File: config.mk
export PLATFORM = sky130hd
export DESIGN_NAME = arb_rr_flat
export DESIGN_NICKNAME = d
export VERILOG_FILES = /design/src/rtl/arb_rr_if.sv /design/src/rtl/arb_rr.sv /design/src/flat_wrapper.sv
export SDC_FILE = /design/constraint.sdc
export NUM_CORES = 1
export LEC_CHECK = 0
export CAP_MARGIN = 20
export CORE_MARGIN = 2
export CORE_UTILIZATION = 49
export DETAILED_ROUTE_END_ITERATION = 8
export PLACE_DENSITY = 0.82
export SYNTH_ARGS = -nofsm -noshare
export SYNTH_HDL_FRONTEND = slang
export SYNTH_SLANG_ARGS = --single-unit
File: constraint.sdc
create_clock -name clk -period 2.72 [get_ports clk]
set_clock_uncertainty 0.1 [all_clocks]
set_input_delay 0.544 -clock clk [delete_from_list [all_inputs] [get_ports clk]]
set_output_delay 0.544 -clock clk [all_outputs]
set_load 0.005 [all_outputs]
File: src/rtl/arb_rr_if.sv
`default_nettype none
// ============================================================================
// Module   : arb_rr_if
// Brief    : Request/grant bundle between requesters and the arb_rr arbiter.
// Revision : 1.0 - initial release
// ============================================================================
interface arb_rr_if #(
    parameter int N = 4
);
    localparam int ID_W = (N > 1) ? $clog2(N) : 1;

    logic [N-1:0]    request;
    logic [N-1:0]    grant;
    logic            grant_valid;
    logic [ID_W-1:0] grant_id;

    // Arbiter side drives the grant outputs.
    modport master (
        input  request,
        output grant,
        output grant_valid,
        output grant_id
    );

    // Requester side drives the request lines.
    modport slave (
        output request,
        input  grant,
        input  grant_valid,
        input  grant_id
    );
endinterface

`default_nettype wire

File: src/rtl/arb_rr.sv
`default_nettype none
// ============================================================================
// Module   : arb_rr
// Brief    : Registered round-robin arbiter with zero-bubble handover.
//            Define ARB_TIMEOUT_EN to force rotation after MAX_HOLD held edges.
// Revision : 1.0 - initial release
// ============================================================================
module arb_rr #(
    parameter int N        = 4,
    parameter int MAX_HOLD = 8
) (
    input  wire logic  clk,
    input  wire logic  rst,
    arb_rr_if.master   bus
);
    localparam int ID_W = (N > 1) ? $clog2(N) : 1;

    typedef enum logic [0:0] {
        IDLE  = 1'b0,
        OWNED = 1'b1
    } state_t;

    state_t          state_q, state_d;
    logic [N-1:0]    grant_q, grant_d;
    logic            valid_q, valid_d;
    logic [ID_W-1:0] id_q,    id_d;
    logic [ID_W-1:0] ptr_q,   ptr_d;

    logic            take;
    logic            go_idle;
    logic [ID_W-1:0] new_id;
    logic [ID_W:0]   from_ptr;
    logic [ID_W:0]   from_owner;

    // Returns {found, index} of the first set bit at or after start, wrapping.
    function automatic logic [ID_W:0] f_search(input logic [N-1:0] req, input int start);
        logic [ID_W:0] r;
        int            idx;
        r = '0;
        for (int j = N - 1; j >= 0; j--) begin
            idx = start + j;
            if (idx >= N) idx = idx - N;
            if (req[idx]) r = {1'b1, idx[ID_W-1:0]};
        end
        return r;
    endfunction

    assign from_ptr   = f_search(bus.request, int'(ptr_q));
    assign from_owner = f_search(bus.request, int'(id_q) + 1);

`ifdef ARB_TIMEOUT_EN
    logic [7:0] hold_q, hold_d;
`else
    logic unused_max_hold;
    assign unused_max_hold = (MAX_HOLD > 0);
`endif

    always_comb begin
        state_d = state_q;
        grant_d = grant_q;
        valid_d = valid_q;
        id_d    = id_q;
        ptr_d   = ptr_q;
        take    = 1'b0;
        go_idle = 1'b0;
        new_id  = '0;
`ifdef ARB_TIMEOUT_EN
        hold_d  = hold_q;
`endif
        case (state_q)
            IDLE: begin
                if (from_ptr[ID_W]) begin
                    take   = 1'b1;
                    new_id = from_ptr[ID_W-1:0];
                end
            end
            OWNED: begin
                if (!bus.request[id_q]) begin
                    if (from_owner[ID_W]) begin
                        take   = 1'b1;
                        new_id = from_owner[ID_W-1:0];
                    end else begin
                        go_idle = 1'b1;
                    end
                end
`ifdef ARB_TIMEOUT_EN
                // Forced rotation only when someone else is waiting; otherwise saturate.
                else if ((hold_q == 8'(MAX_HOLD)) && |(bus.request & ~grant_q)) begin
                    take   = 1'b1;
                    new_id = from_owner[ID_W-1:0];
                end else if (hold_q != 8'(MAX_HOLD)) begin
                    hold_d = hold_q + 8'd1;
                end
`endif
            end
            default: go_idle = 1'b1;
        endcase

        if (take) begin
            state_d = OWNED;
            grant_d = {{(N-1){1'b0}}, 1'b1} << new_id;
            valid_d = 1'b1;
            id_d    = new_id;
            ptr_d   = (new_id == ID_W'(N - 1)) ? '0 : new_id + 1'b1;
`ifdef ARB_TIMEOUT_EN
            hold_d  = '0;
`endif
        end else if (go_idle) begin
            state_d = IDLE;
            grant_d = '0;
            valid_d = 1'b0;
            id_d    = '0;
        end
    end

    always_ff @(posedge clk or negedge rst) begin
        if (!rst) begin
            state_q <= IDLE;
            grant_q <= '0;
            valid_q <= 1'b0;
            id_q    <= '0;
            ptr_q   <= '0;
        end else begin
            state_q <= state_d;
            grant_q <= grant_d;
            valid_q <= valid_d;
            id_q    <= id_d;
            ptr_q   <= ptr_d;
        end
    end

`ifdef ARB_TIMEOUT_EN
    always_ff @(posedge clk or negedge rst) begin
        if (!rst) hold_q <= '0;
        else      hold_q <= hold_d;
    end
`endif

    assign bus.grant       = grant_q;
    assign bus.grant_valid = valid_q;
    assign bus.grant_id    = id_q;

endmodule

`default_nettype wire
File: src/flat_wrapper.sv
// flat-port wrapper written by rule: the top's interface ports become plain ports
module arb_rr_flat 
#(
    parameter int N        = 4,
    parameter int MAX_HOLD = 8
)
  (clk, rst, bus_request, bus_grant, bus_grant_valid, bus_grant_id);
  arb_rr_if #(.N(N)) bus_i ();
  input  wire logic clk;
  input  wire logic rst;
  input wire logic [$bits(bus_i.request)-1:0] bus_request;
  output wire logic [$bits(bus_i.grant)-1:0] bus_grant;
  output wire logic [$bits(bus_i.grant_valid)-1:0] bus_grant_valid;
  output wire logic [$bits(bus_i.grant_id)-1:0] bus_grant_id;
  assign bus_i.request = bus_request;
  assign bus_grant = bus_i.grant;
  assign bus_grant_valid = bus_i.grant_valid;
  assign bus_grant_id = bus_i.grant_id;
  arb_rr #(.N(N), .MAX_HOLD(MAX_HOLD)) u_core (.clk(clk), .rst(rst), .bus(bus_i));
endmodule
== Yosys cells after proc, flatten, opt, wreduce, memory -nomap -nowiden ==
Index checks and enable logic that the tools add are counted.

* Register bits after elaboration: 9

* Muxes and demuxes: 60
* Add/sub/neg operators: 16
* Bitwise operators: 1
* Shift-type cells: 1
* Equality and inequality tests: 1
* Reduce and logical (&&, ||, !) cells: 1
* $lt $le $gt $ge: 17

{| class="wikitable"
|+ Operators by type and width
! operator !! count
|-
| 32-bit by 4-bit less-than comparator with 1-bit output, second input constant || 8
|-
| 32-bit two-way mux || 8
|-
| 32-bit by 4-bit greater-or-equal comparator with 1-bit output, second input constant || 7
|-
| 32-bit by 4-bit subtractor with 32-bit output, second input constant || 7
|-
| 32-bit by 3-bit adder with 32-bit output, second input constant || 2
|-
| 32-bit by 2-bit adder with 32-bit output, second input constant || 1
|-
| 1-bit two-way mux || 25
|-
| 3-bit two-way mux || 8
|-
| 1-bit binary-select mux with 2-bit select || 9
|-
| 2-bit two-way mux || 6
|-
| 4-bit two-way mux || 2
|-
| 2-bit by 1-bit adder with 3-bit output, second input constant || 2
|-
| 2-bit by 2-bit adder with 3-bit output, second input constant || 2
|-
| 2-bit one-hot mux with 2 select lines || 1
|-
| 1-bit by 2-bit << shifter with 4-bit output, first input constant || 1
|-
| 2-bit by 3-bit subtractor with 4-bit output, second input constant || 1
|-
| 2-bit by 3-bit greater-or-equal comparator with 1-bit output, second input constant || 1
|-
| 2-bit by 3-bit less-than comparator with 1-bit output, second input constant || 1
|-
| 2-bit by 1-bit adder with 2-bit output, second input constant || 1
|-
| 2-bit == test, second input constant || 1
|-
| 1-bit one-hot mux with 2 select lines || 1
|-
| 2-bit nonzero test || 1
|-
| 1-bit inverter || 1
|}

== Logic depth before layout (Yosys ltp) ==
* Depth after elaboration: 16
* Mapped depth: 8
* Gate-level depth less buffers: 7

== Worst setup path after synthesis ==
Ideal clock, no wire load.

* Kind: input to register
* Start point: in bus_request[3]
* End point: reg u_core.ptr_q[1]
* Data arrival time: 2.105 ns
* Setup slack: 0.390 ns
* Stages on the path: 8
* Required time: 2.495 ns
* Path buffers: 2
* Cell sequence: buf_6 > or4_4 > buf_6 > nand2_1 > o32a_1 > inv_1 > ha_1 > mux2_4

* Word-level cells in the longest chain between the ends: 12
* Elaborated cells between the ends (all ways): 45
* Classes of those cells: add/sub (1); eq/ne (1); mux (43)

{| class="wikitable"
|+ Ends and longest elaborated chain
! item !! RTL line !! RTL
|-
| from (decl) || flat_wrapper.sv:11 || <nowiki>input wire logic [$bits(bus_i.request)-1:0] bus_request;</nowiki>
|-
| 1-bit binary-select mux with 2-bit select || arb_rr.sv:43 || <nowiki>if (req[idx]) r = {1'b1, idx[ID_W-1:0]};</nowiki>
|-
| 1-bit two-way mux (not written as such) (2 in series) || arb_rr.sv:43 ||
|-
| 3-bit two-way mux (4 in series) || arb_rr.sv:43 ||
|-
| 2-bit two-way mux || arb_rr.sv:79 || <nowiki>if (from_owner[ID_W]) begin</nowiki>
|-
| 2-bit two-way mux || arb_rr.sv:78 || <nowiki>if (!bus.request[id_q]) begin</nowiki>
|-
| 2-bit one-hot mux with 2 select lines || arb_rr.sv:70 || <nowiki>case (state_q)</nowiki>
|-
| 2-bit by 1-bit adder with 2-bit output or 2-bit == test (tied branches) || arb_rr.sv:104 || <nowiki>ptr_d = (new_id == ID_W'(N - 1)) ? '0 : new_id + 1'b1;</nowiki>
|-
| 2-bit two-way mux || arb_rr.sv:104 ||
|-
| to (signal assigned) || arb_rr.sv:128 || <nowiki>ptr_q <= ptr_d;</nowiki>
|-
| to (decl) || arb_rr.sv:27 || <nowiki>logic [ID_W-1:0] ptr_q, ptr_d;</nowiki>
|}

Several ways; a longest one is shown, not always the timed one. The select of a mux whose other input is x is not followed.
A chain may end at the register's enable or synchronous reset.

== Final worst setup path ==
* Start point: in bus_request[1]
* End point: reg u_core.ptr_q[1]

Same word-level chain as after synthesis.

==> impl_metrics.tcl <==
set metrics [dict create \
    wl_per_cell_um 14.32 \
    setup_tns_ns 0 \
    diodes 0 \
    powerDensity_nw_per_um2 972.3 \
    port_buffers 12 \
    muxShareOfSynthArea 0.08647 \
    yosysWarnings 0 \
    max_stage_delay_ns 0.59 \
    fmax_mhz 407.7 \
    synthSimpleGateAreaFrac 0.1485 \
    end_kind "register" \
    final.setup.worst_slack_ns 0.2672 \
    rows 13 \
    outcome "completed" \
    grt_pass1_wl_um 2201 \
    syn_inst 69 \
    slew_viol_final 0 \
    ctsResizeCount 0 \
    worst_setup_path_start_kind "input port" \
    clock-root-buffer "clkbuf_4" \
    synth_top_family_by_area "compound AO/OA/AOI/OAI gates" \
    cp_top_family "buffers and inverters" \
    antenna_found_initial 0 \
    initial_utilization 0.5180 \
    cts.sinks 9 \
    first_iter_violations 17 \
    route.vias.total 593 \
    pre_cts_slack_ns 0.02494 \
    post_synth_xor_area_fraction 0 \
    critPathRequiredTime_ns 2.76 \
    grt.overflow.total 0 \
    drcViolationCount 0 \
    dr.pass1.iters 4 \
    h-tree-depth 1 \
    gr-usage-all-layers 0.2048 \
    post-route-util 0.6689 \
    synthTopCellsByArea "dfrtp_1 34%, ha_1 7.5%, a22o_1 5.3%" \
    hold_buffers 0 \
    die_area_um2 1669 \
    layout_min_cycle_time_ns 2.453 \
    synth_compound_area_frac 0.2707 \
    io_pins 13 \
    viasPerCell 5.702 \
    timing.final.hold_violations 0 \
    clk_pin_slew_ns 0.05 \
    cp_slowest_cell "clkdlybuf4s50_1" \
    cts.path.max_buffers 2 \
    layout_common_cells "12 x clkdlybuf4s50_1, 9 x dfrtp_1, 8 x buf_4" \
    ant_nets 0 \
    hpwl_um 1127 \
    place_congestion 0.7257 \
    wirelength_um 1489 \
    ys_seq_area_frac 0.3383 \
    clk_latency_ns 0.26 \
    synth.largest_area_cell "dfrtp_1" \
    finalHoldWorstSlack_ns 0.4104 \
    min_path_type "reg2reg" \
    synth_fp_nets 79 \
    synth_fa_ha_area_frac 0.07519 \
    cap_violations 0 \
    slew_headroom 0.7192 \
    die_w_um 40.86 \
    grt_pass1_vias 547 \
    area_growth_pct 29.14 \
    peakVddDrop_mv 0.6668 \
    path_buf_inv 1 \
    die_y_um 40.86 \
    mostFrequentLayoutCell "clkdlybuf4s50_1" \
    nets 100 \
    syn_avg_cell_area_um2 9.647 \
    critical_path_class "in2reg" \
    period_share 0.9018 \
    cp.arrival_ns 2.49 \
    core_um2 1285 \
    postCtsSetupRepairBufs 0 \
    syn-cell-area_um2 665.6 \
    rsz0062_at_grt "no" \
    synth-seq-cells 9 \
    p_leak_nw 0.4153 \
    final_layout_size_suffix_gt1_frac 0.1910 \
    grt_max_degree 12 \
    cts_tree "yes" \
    yosysTopAreaCellShare 0.3383 \
    cp_max_fo 11 \
    setup_violations 0 \
    netlist-cell-type-count 28 \
    worst_pin_slew_ns 0.4199 \
    cts_made_buffers 3 \
    worstPathCellList "clkdlybuf4s50_1, and2b_1, a21oi_1, o221ai_1, a32o_2, ha_1, mux2_4" \
]
-- synth_stat cells (all sizes together) --
cell type and count:
a211o 2, a21o 1, a21oi 4, a22o 4
a32o 2, and2 1, and2b 1, buf 3
clkbuf 1, dfrtp 9, ha 4, inv 6
mux2 1, mux2i 3, nand2 6, nand2b 1
nor2 5, nor2b 3, o211ai 1, o21a 1
o21ai 3, o221ai 2, o22ai 2, o32a 1
or2b 1, or4 1
-- cell type report --
| type | count | area, um2 |
|---|---|---|
| multi-input cells | 50 | 386.6 |
| well taps | 15 | 18.77 |
| clock buffers | 4 | 26.28 |
| repair buffers | 20 | 180.2 |
| inverters | 6 | 22.52 |
| flip-flops and latches | 9 | 225.2 |
| fillers | 108 | 425.4 |
-- per-layer routing --
layer	up-vias	part of all wire	GRT usage
met3	4	0.048	0.02717
li1	287	-	-
met2	22	0.50	0.3711
met1	280	0.44	0.2136
met4	0	0.011	0.1417
met5	-	0	0
-- report_power, final --
group | total [W] | switching, W | internal (W)
Clock | 0.000100 | 0.0000439 | 0.0000563
Sequential | 0.000259 | 0.0000722 | 0.000187
Combinational | 0.000476 | 0.000192 | 0.000284
-- worst paths after layout --
kind / startpoint / to / slack [ns] / depth (start not counted)
worst min-delay path: u_core.bus.grant[3] / u_core.bus.grant[3] / 0.41 / 1
worst max-delay path: bus_request[1] / u_core.ptr_q[1] / 0.27 / 7
worst max register to register: u_core.bus.grant_id[0] / u_core.ptr_q[1] / 0.67 / 5
max in group asynchronous: rst / u_core.ptr_q[0] / 1.74 / 1
worst min register to register: u_core.bus.grant[3] / u_core.bus.grant[3] / 0.41 / 1
min in group asynchronous: rst / u_core.bus.grant[0] / 0.49 / 1
-- cell families (layout without fill, tap and decap cells) --
logic type	Yosys count	in the layout
adder cells (fa/ha/maj)	4	4
AO/OA/AOI/OAI	23	23
AND/OR/NAND/NOR	19	19
buffers and inverters	10	30
flip-flops	9	9
multiplexers	4	4
-- metrics by stage --
step | power (W) | cells | cell area [um2]
finish | 0.0008358 | 104 | 859.6
CTS | 0.0008416 | 104 | 859.6
floorplan | 0.0005412 | 69 | 665.6
global placement | 0.0007140 | 100 | 833.3
detailed placement | 0.0007345 | 100 | 833.3
global route | 0.0008958 | 104 | 859.6
-- registers in the layout, summed over array words and instances, names as in the netlist --
name,count
u_core.bus.grant,4
u_core.bus.grant_id,2
u_core.ptr_q,2
u_core.bus.grant_valid,1
Power figures use the tool's default switching activity.
